===== src/rtl/dot_reduce_pipe.sv =====
// Pipelined dot-product reduction: operand register, registered adder tree, multi-beat
// accumulator and a first-word-fall-through result FIFO with credit-based admission.
module dot_reduce_pipe #(
  parameter int unsigned PE_COUNT   = 4,
  parameter int unsigned DATA_WIDTH = 32,
  parameter int unsigned ACC_WIDTH  = 40,
  parameter int unsigned OUT_DEPTH  = 4,
  parameter bit          SATURATE   = 1'b1
) (
  input  logic                                clk,
  input  logic                                rst,
  input  logic                                in_valid,
  output logic                                in_ready,
  input  logic [PE_COUNT-1:0][DATA_WIDTH-1:0] pe_res,
  input  logic [PE_COUNT-1:0]                 lane_mask,
  input  logic                                in_first,
  input  logic                                in_last,
  output logic                                out_valid,
  input  logic                                out_ready,
  output logic [DATA_WIDTH-1:0]               out_data,
  output logic                                out_sat,
  output logic [$clog2(OUT_DEPTH):0]          out_count
);

  localparam int unsigned Levels    = $clog2(PE_COUNT);
  localparam int unsigned NodeCount = 2 * PE_COUNT - 1;
  localparam int unsigned Root      = NodeCount - 1;
  localparam int unsigned PtrW      = $clog2(OUT_DEPTH);
  localparam int unsigned CntW      = PtrW + 1;
  localparam int unsigned ExtW      = ACC_WIDTH - DATA_WIDTH;

  localparam logic signed [ACC_WIDTH-1:0] MaxVal =
      {{(ExtW + 1){1'b0}}, {(DATA_WIDTH - 1){1'b1}}};
  localparam logic signed [ACC_WIDTH-1:0] MinVal =
      {{(ExtW + 1){1'b1}}, {(DATA_WIDTH - 1){1'b0}}};

  logic accept;
  logic push;
  logic pop;

  // Stage 0 holds the masked operands; each later stage holds pairwise sums of the previous.
  logic [Levels:0] vld_q;
  logic [Levels:0] first_q;
  logic [Levels:0] last_q;
  logic signed [ACC_WIDTH-1:0] node_q [NodeCount];

  logic signed [ACC_WIDTH-1:0] acc_q;
  logic signed [ACC_WIDTH-1:0] acc_d;

  logic [DATA_WIDTH-1:0] res_data;
  logic                  res_sat;

  logic [DATA_WIDTH-1:0] mem_data [OUT_DEPTH];
  logic                  mem_sat  [OUT_DEPTH];
  logic [PtrW-1:0]       wr_ptr_q;
  logic [PtrW-1:0]       rd_ptr_q;
  logic [CntW-1:0]       count_q;
  logic [CntW-1:0]       count_d;
  logic [CntW-1:0]       pending_q;
  logic [CntW-1:0]       pending_d;
  logic [CntW:0]         credits_used;

  assign accept = in_valid && in_ready;

  // Admission control only looks at registered state, so the tree never has to stall.
  assign credits_used = {1'b0, count_q} + {1'b0, pending_q};
  assign in_ready     = credits_used < (CntW + 1)'(OUT_DEPTH);

  always_ff @(posedge clk) begin
    if (rst) begin
      vld_q   <= '0;
      first_q <= '0;
      last_q  <= '0;
    end else begin
      vld_q   <= {vld_q[Levels-1:0], accept};
      first_q <= {first_q[Levels-1:0], in_first};
      last_q  <= {last_q[Levels-1:0], in_last};
    end
  end

  for (genvar i = 0; i < PE_COUNT; i++) begin : g_lane
    always_ff @(posedge clk) begin
      if (accept) begin
        node_q[i] <= lane_mask[i] ? {{ExtW{pe_res[i][DATA_WIDTH-1]}}, pe_res[i]} : '0;
      end
    end
  end

  for (genvar s = 1; s <= Levels; s++) begin : g_level
    localparam int unsigned Src = 2 * PE_COUNT - 2 * (PE_COUNT >> (s - 1));
    localparam int unsigned Dst = 2 * PE_COUNT - 2 * (PE_COUNT >> s);
    for (genvar i = 0; i < (PE_COUNT >> s); i++) begin : g_node
      always_ff @(posedge clk) begin
        if (vld_q[s-1]) begin
          node_q[Dst+i] <= node_q[Src+2*i] + node_q[Src+2*i+1];
        end
      end
    end
  end

  assign acc_d = first_q[Levels] ? node_q[Root] : acc_q + node_q[Root];
  assign push  = vld_q[Levels] && last_q[Levels];

  always_ff @(posedge clk) begin
    if (rst) begin
      acc_q <= '0;
    end else if (vld_q[Levels]) begin
      acc_q <= acc_d;
    end
  end

  always_comb begin
    res_data = acc_d[DATA_WIDTH-1:0];
    res_sat  = 1'b0;
    if (SATURATE) begin
      if (acc_d > MaxVal) begin
        res_data = MaxVal[DATA_WIDTH-1:0];
        res_sat  = 1'b1;
      end else if (acc_d < MinVal) begin
        res_data = MinVal[DATA_WIDTH-1:0];
        res_sat  = 1'b1;
      end
    end
  end

  assign pop = out_valid && out_ready;

  always_comb begin
    count_d = count_q;
    case ({push, pop})
      2'b10:   count_d = count_q + CntW'(1);
      2'b01:   count_d = count_q - CntW'(1);
      default: count_d = count_q;
    endcase
  end

  // A last beat holds its credit until the edge it lands in the FIFO, where count takes over.
  always_comb begin
    pending_d = pending_q;
    if (accept && in_last) begin
      pending_d = pending_d + CntW'(1);
    end
    if (push) begin
      pending_d = pending_d - CntW'(1);
    end
  end

  always_ff @(posedge clk) begin
    if (rst) begin
      wr_ptr_q  <= '0;
      rd_ptr_q  <= '0;
      count_q   <= '0;
      pending_q <= '0;
    end else begin
      count_q   <= count_d;
      pending_q <= pending_d;
      if (push) begin
        wr_ptr_q <= wr_ptr_q + PtrW'(1);
      end
      if (pop) begin
        rd_ptr_q <= rd_ptr_q + PtrW'(1);
      end
    end
  end

  always_ff @(posedge clk) begin
    if (push && !rst) begin
      mem_data[wr_ptr_q] <= res_data;
      mem_sat[wr_ptr_q]  <= res_sat;
    end
  end

  assign out_valid = count_q != '0;
  assign out_count = count_q;
  assign out_data  = out_valid ? mem_data[rd_ptr_q] : '0;
  assign out_sat   = out_valid ? mem_sat[rd_ptr_q] : 1'b0;

endmodule


===== config.mk =====
export PLATFORM = sky130hd
export DESIGN_NAME = dot_reduce_pipe
export DESIGN_NICKNAME = d
export VERILOG_FILES = /design/src/rtl/dot_reduce_pipe.sv
export SDC_FILE = /design/constraint.sdc
export NUM_CORES = 1
export LEC_CHECK = 0
export ABC_AREA = 1
export CORE_ASPECT_RATIO = 0.6
export CORE_MARGIN = 4
export CORE_UTILIZATION = 45
export CTS_BUF_LIST = sky130_fd_sc_hd__clkbuf_4 sky130_fd_sc_hd__clkbuf_8 sky130_fd_sc_hd__clkbuf_16
export CTS_CLUSTER_DIAMETER = 50
export DETAILED_ROUTE_END_ITERATION = 16
export PLACE_DENSITY = 0.74
export SLEW_MARGIN = 0
export SYNTH_ARGS = -nofsm -noshare
export SYNTH_HDL_FRONTEND = slang
export SYNTH_SLANG_ARGS = --single-unit

===== constraint.sdc =====
create_clock -name clk -period 4.9 [get_ports clk]
set_input_delay 0.98 -clock clk [delete_from_list [all_inputs] [get_ports clk]]
set_output_delay 0.98 -clock clk [all_outputs]
set_load 0.02 [all_outputs]

; Yosys cells after proc, flatten, opt, wreduce, memory -nomap -nowiden
; Memory sizes are Yosys's and may differ from the RTL's. A register that Yosys moved wholly into a read port is not among the register bits.
; Cells that the tools add are included.
[op_classes]
add_sub_neg = 11
n_lt_le_gt_ge = 3
n_eq_ne = 2
n_mux = 26
n_reduce_logical = 8
[op_table]
columns = cell, count
row1 = $mux W40, 5
row2 = $add A40 B40 Y40, 4
row3 = $mux W32, 3
row4 = $gt A40 B32 Y1 const B, 1
row5 = $lt A40 B32 Y1 const B, 1
row6 = $mux W1, 11
row7 = $mux W2, 4
row8 = $add A3 B1 Y3 const B, 2
row9 = $mux W3, 2
row10 = $pmux W3 S2, 1
row11 = $sub A3 B1 Y3 const B, 2
row12 = $logic_and A1 B1 Y1, 5
row13 = $add A2 B1 Y2 const B, 2
row14 = $add A3 B3 Y4, 1
row15 = $lt A4 B3 Y1 const B, 1
row16 = $reduce_bool A3 Y1, 1
row17 = $eq A2 B1 Y1 const B, 1
row18 = $eq A2 B2 Y1 const B, 1
row19 = $reduce_bool A2 Y1, 1
row20 = $logic_not A1 Y1, 1
[word_totals]
regBits = 59
ram_bits = 412
output_inout_bits = 38
word_cells = 61
n_memories = 3
[mem_list]
columns = name, depth, width, read_ports, rd_clocked_by_memory_dff, wr, line_no
row1 = node_q, 7, 40, 7, 0, 7, 45  ; logic signed [ACC_WIDTH-1:0] node_q [NodeCount];
row2 = mem_data, 4, 32, 1, 1, 1, 53  ; logic [DATA_WIDTH-1:0] mem_data [OUT_DEPTH];
row3 = mem_sat, 4, 1, 1, 1, 1, 54  ; logic mem_sat [OUT_DEPTH];

; Longest topological paths before layout
[depth]
ltp_word = 7
depth_mapped = 22

; Worst setup path before layout
; No wires, ideal clock.
[synth_timing]
path_type = reg-to-reg
start = register count_q[1] (netlist: out_count[1])
end = memory node_q[0][0], enable pin
setup_time_ns = 0.481
arrival_time_ns = 4.315
required_time_ns = 4.419
path_slack_ns = 0.104
path_stages_with_launch = 6
n_path_buf = 0
path_cell_list = dfxtp_1 ha_1 and3_1 nor4_1 nand2_1 inv_1
[synth_lines]
columns = element, line_no
row1 = from (decl), 57  ; logic [CntW-1:0] count_q;
row2 = from (signal assigned), 155  ; count_q <= count_d;
row3 = to (decl), 45

==> summary.md <==
| Metric | Value |
|---|---|
| Status | `finished, final reports clean` |
| IR drop worst, VDD | `256 µV` |
| Flops & latches, synth | `441` |
| CP Data Arrival Time | `3.02 ns` |
| Worst skew pair latency | `0.60 ns` |
| Vias in the first global route | `18.7k` |
| Yosys warns | `0` |
| Core Region | `~0.056 mm²` |
| Ys async rst share | `0` |
| Die width | `between 300 and 400 µm` |
| Post-CTS Setup Inserts | `0` |
| Register clock-pin slew on the reported worst setup and hold paths | `about 0.060 ns` |
| Nets | `~3.4k` |
| Overall Global Routing Usage | `0.213` |
| Std-Cell Rows | `67` |
| Critical path launch point type | `flop` |
| Maxcap violations | `0` |
| Wire length of the first global-routing pass | `102 mm` |
| Synth Net Count | `3250` |
| Clock sinks | `441` |
| Cts repair resizes | `0` |
| Vias | `20.3k` |
| Distinct cells, synth | `52` |
| Required time of the worst setup path | `about 4 ns` |
| Share of cells above drive strength 1 | `0.0486` |
| Fin. Hold Viols | `0` |
| Ant diodes | `0` |
| Achievable clock frequency | `0.250 GHz` |
| DRC | `0` |
| Crit path top cell by count | `nor2_1` |
| Post-synth top area share | `0.450` |
| Syn Std Cell Area | `roughly 0.025 mm²` |
| DIE HEIGHT | `192 µm` |
| Setup-failing EPs final | `0` |
| Number of hold buffers added after cts | `0` |
| Tcrit/Tclk final | `0.816` |
| Mapped Cells | `2956` |
| HPWL after DPL | `between 40 and 50 mm` |
| Unrepaired setup endpoints after global routing | `no` |
| Total power | `10.1 mW` |
| Power Dens Cells | `342 mW/mm²` |
| Remaining global-route overflow | `0` |
| Final Hold Slack | `approximately 0.41 ns` |
| Clk_skew | `between 0.04 and 0.05 ns` |
| CTS max path bufs | `3` |
| Count leader, synth | `nand2_1` |
| Crit-path max FO | `43` |
| Filler cells | `5129` |
| CP Cell Sequence | `buf_4, nor2_1, nor2_1, o21ai_0, a21oi_1, clkdlybuf4s50_1` |
| WL final | `64.5 mm` |
| Crit end category | `output pin` |
| Largest cells by area after synthesis | `edfxtp_1, nand2_1, ha_1` |
| CTS tree | `built` |
| Crit-path max cell delay | `approximately 0.88 ns` |
| Multi-input gate area | `between 0.01 and 0.015 mm²` |
| Min-Delay Path Class | `flop to flop` |
| Final max-slew violation count | `0` |
| Post-synth EDFFs | `380` |
| Via density | `5.16` |
| CTS Root Cell | `clkbuf_16` |
| Drt wl/cell | `16.4 µm` |
| Starting DRT DRC Count | `2338` |
| Sequential element share of the synthesized area | `0.498` |
| Full die area | `0.0604 mm²` |
| Initial antenna violation count | `2` |
| Area grow syn2layout | `16.6%` |
| DRT Pass-1 Iters | `8` |
| Largest net degree at the start of global routing | `76` |
| Crit-path slowest cell | `dfxtp_2` |
| Ys flop type | `edfxtp_1` |
| Sequential cell area | `0.0126 mm²` |
| GP Congestion | `0.972` |
| Tmin final | `4.00 ns` |
| Antenna-violating nets left | `0` |
| Post-synth top cells | `nand2_1, inv_1, edfxtp_1, nor2_1, a21oi_1` |
| Crit Path Category | `flop to output pin` |
| Port buffer count | `175` |
| Buf/Inv on CP | `2` |
| Static Leak | `13.4 nW` |
| CTS Buf Count | `47` |
| Number of H-tree levels | `2` |
| Setup tns final | `0 ns` |
| Syn avg cell area | `between 8 and 9 µm²` |
| Yosys top cell by area | `edfxtp_1` |
| IO Pins | `176` |
| Slew @ Worst Pin | `1.17 ns` |
| Crit path max-delay family | `buffers and inverters` |
| Relative slew slack | `0.218` |
| Initial Util | `0.455` |
[report_power, final]
group / switching [mW] / internal [mW]
clock network: 1.58 / 2.23
registers: 0.0952 / 4.38
logic: 1.20 / 0.639
[flip-flops by register name, summed over array words and instances, names as in the netlist, named ones only]
signal	count
first_q	3
last_q	3
rd_ptr_q	2
vld_q	3
acc_q	40
out_count	3
node_q	248
wr_ptr_q	2
mem_sat	4
pending_q	3
mem_data	128
[tightest hold or removal path: stages, from the launching register on]
cell,delay [ns]
dfxtp_1,0.30
inv_1,0.04
nor2_1,0.03
[kinds of logic (layout without fill, tap and decap cells)]
kind of cell	count (synthesis)	count (layout)	share of synthesized area
mux	1	1	0.000394
simple gates	1165	1165	0.185
flops	441	441	0.498
buf+inv	542	753	0.0825
fa+ha+maj	156	156	0.0784
xor+xnor	112	112	0.0389
compound gates	539	539	0.117
[final timing paths]
path / end / slack (ns) / startpoint / cells after the start
worst min-delay path: last_q[2]$_SDFF_PP0_ / 0.41 / last_q[1]$_SDFF_PP0_ / 2
worst min register to register: last_q[2]$_SDFF_PP0_ / 0.41 / last_q[1]$_SDFF_PP0_ / 2
worst max register to register: mem_data[0][9]$_DFFE_PP_ / 1.36 / node_q[6][0]$_DFFE_PP_ / 19
worst max-delay path: out_data[25] / 0.90 / flop / 6
[routing by layer]
metal  part of all wire  vias up  GRT usage
met5                  0        -          0
met4              0.014        0     0.0368
met3               0.10       67     0.0415
met2               0.39      810      0.299
met1               0.49     9258      0.340
li1                   -    10100          -
[cells in the final DEF, fill, tap and decap left out, types with 3 or more instances in the layout]
| cell | synthesis | layout |
|---|---|---|
| xnor2_1 | 39 | 39 |
| clkdlybuf4s50_1 | 0 | 175 |
| nand2_1 | 669 | 669 |
| o21bai_1 | 9 | 9 |
| o221ai_1 | 8 | 8 |
| inv_1 | 472 | 471 |
| nor2_2 | 7 | 11 |
| a21boi_0 | 6 | 6 |
| nand2_2 | 11 | 11 |
| buf_4 | 1 | 16 |
| clkinv_1 | 2 | 8 |
| dfxtp_1 | 61 | 58 |
| fa_1 | 5 | 5 |
| or2_2 | 13 | 13 |
| nor3_1 | 18 | 17 |
| a21o_1 | 12 | 12 |
| nor4_1 | 8 | 8 |
| edfxtp_1 | 380 | 380 |
| nor2_1 | 334 | 330 |
| nand4_1 | 15 | 15 |
| bufinv_16 | 0 | 7 |
| nand3_1 | 74 | 74 |
| and3_1 | 3 | 3 |
| clkbuf_4 | 0 | 4 |
| a221oi_1 | 5 | 5 |
| ha_1 | 151 | 151 |
| a31oi_1 | 38 | 38 |
| a21oi_1 | 223 | 223 |
| o21ai_1 | 12 | 12 |
| nand3_2 | 6 | 6 |
| inv_8 | 0 | 5 |
| clkinv_2 | 0 | 7 |
| o21ai_0 | 194 | 194 |
| xor2_1 | 72 | 72 |
| o211ai_1 | 10 | 10 |
| clkbuf_16 | 0 | 48 |
| o21a_1 | 12 | 12 |
[per-stage QoR]
stage	util	area, µm²	worst slack [ns]	std cells
after floorplan	-	25400	0.104	2956
after global placement	0.500	27900	1.56	3841
after detailed placement	0.500	27900	1.50	3841
after CTS	0.530	29600	0.884	3926
after global routing	0.530	29600	0.635	3926
final	0.530	29600	0.900	3926
[cell type report]
class	instances	area share
clock inverter	32	0.0140
multi-input combinational	1973	0.360
clock buffer	53	0.0421
inverter	476	0.0605
tap	759	0.0321
timing repair buffer	192	0.0639
sequential	441	0.427
Power figures use the tool's default switching activity.
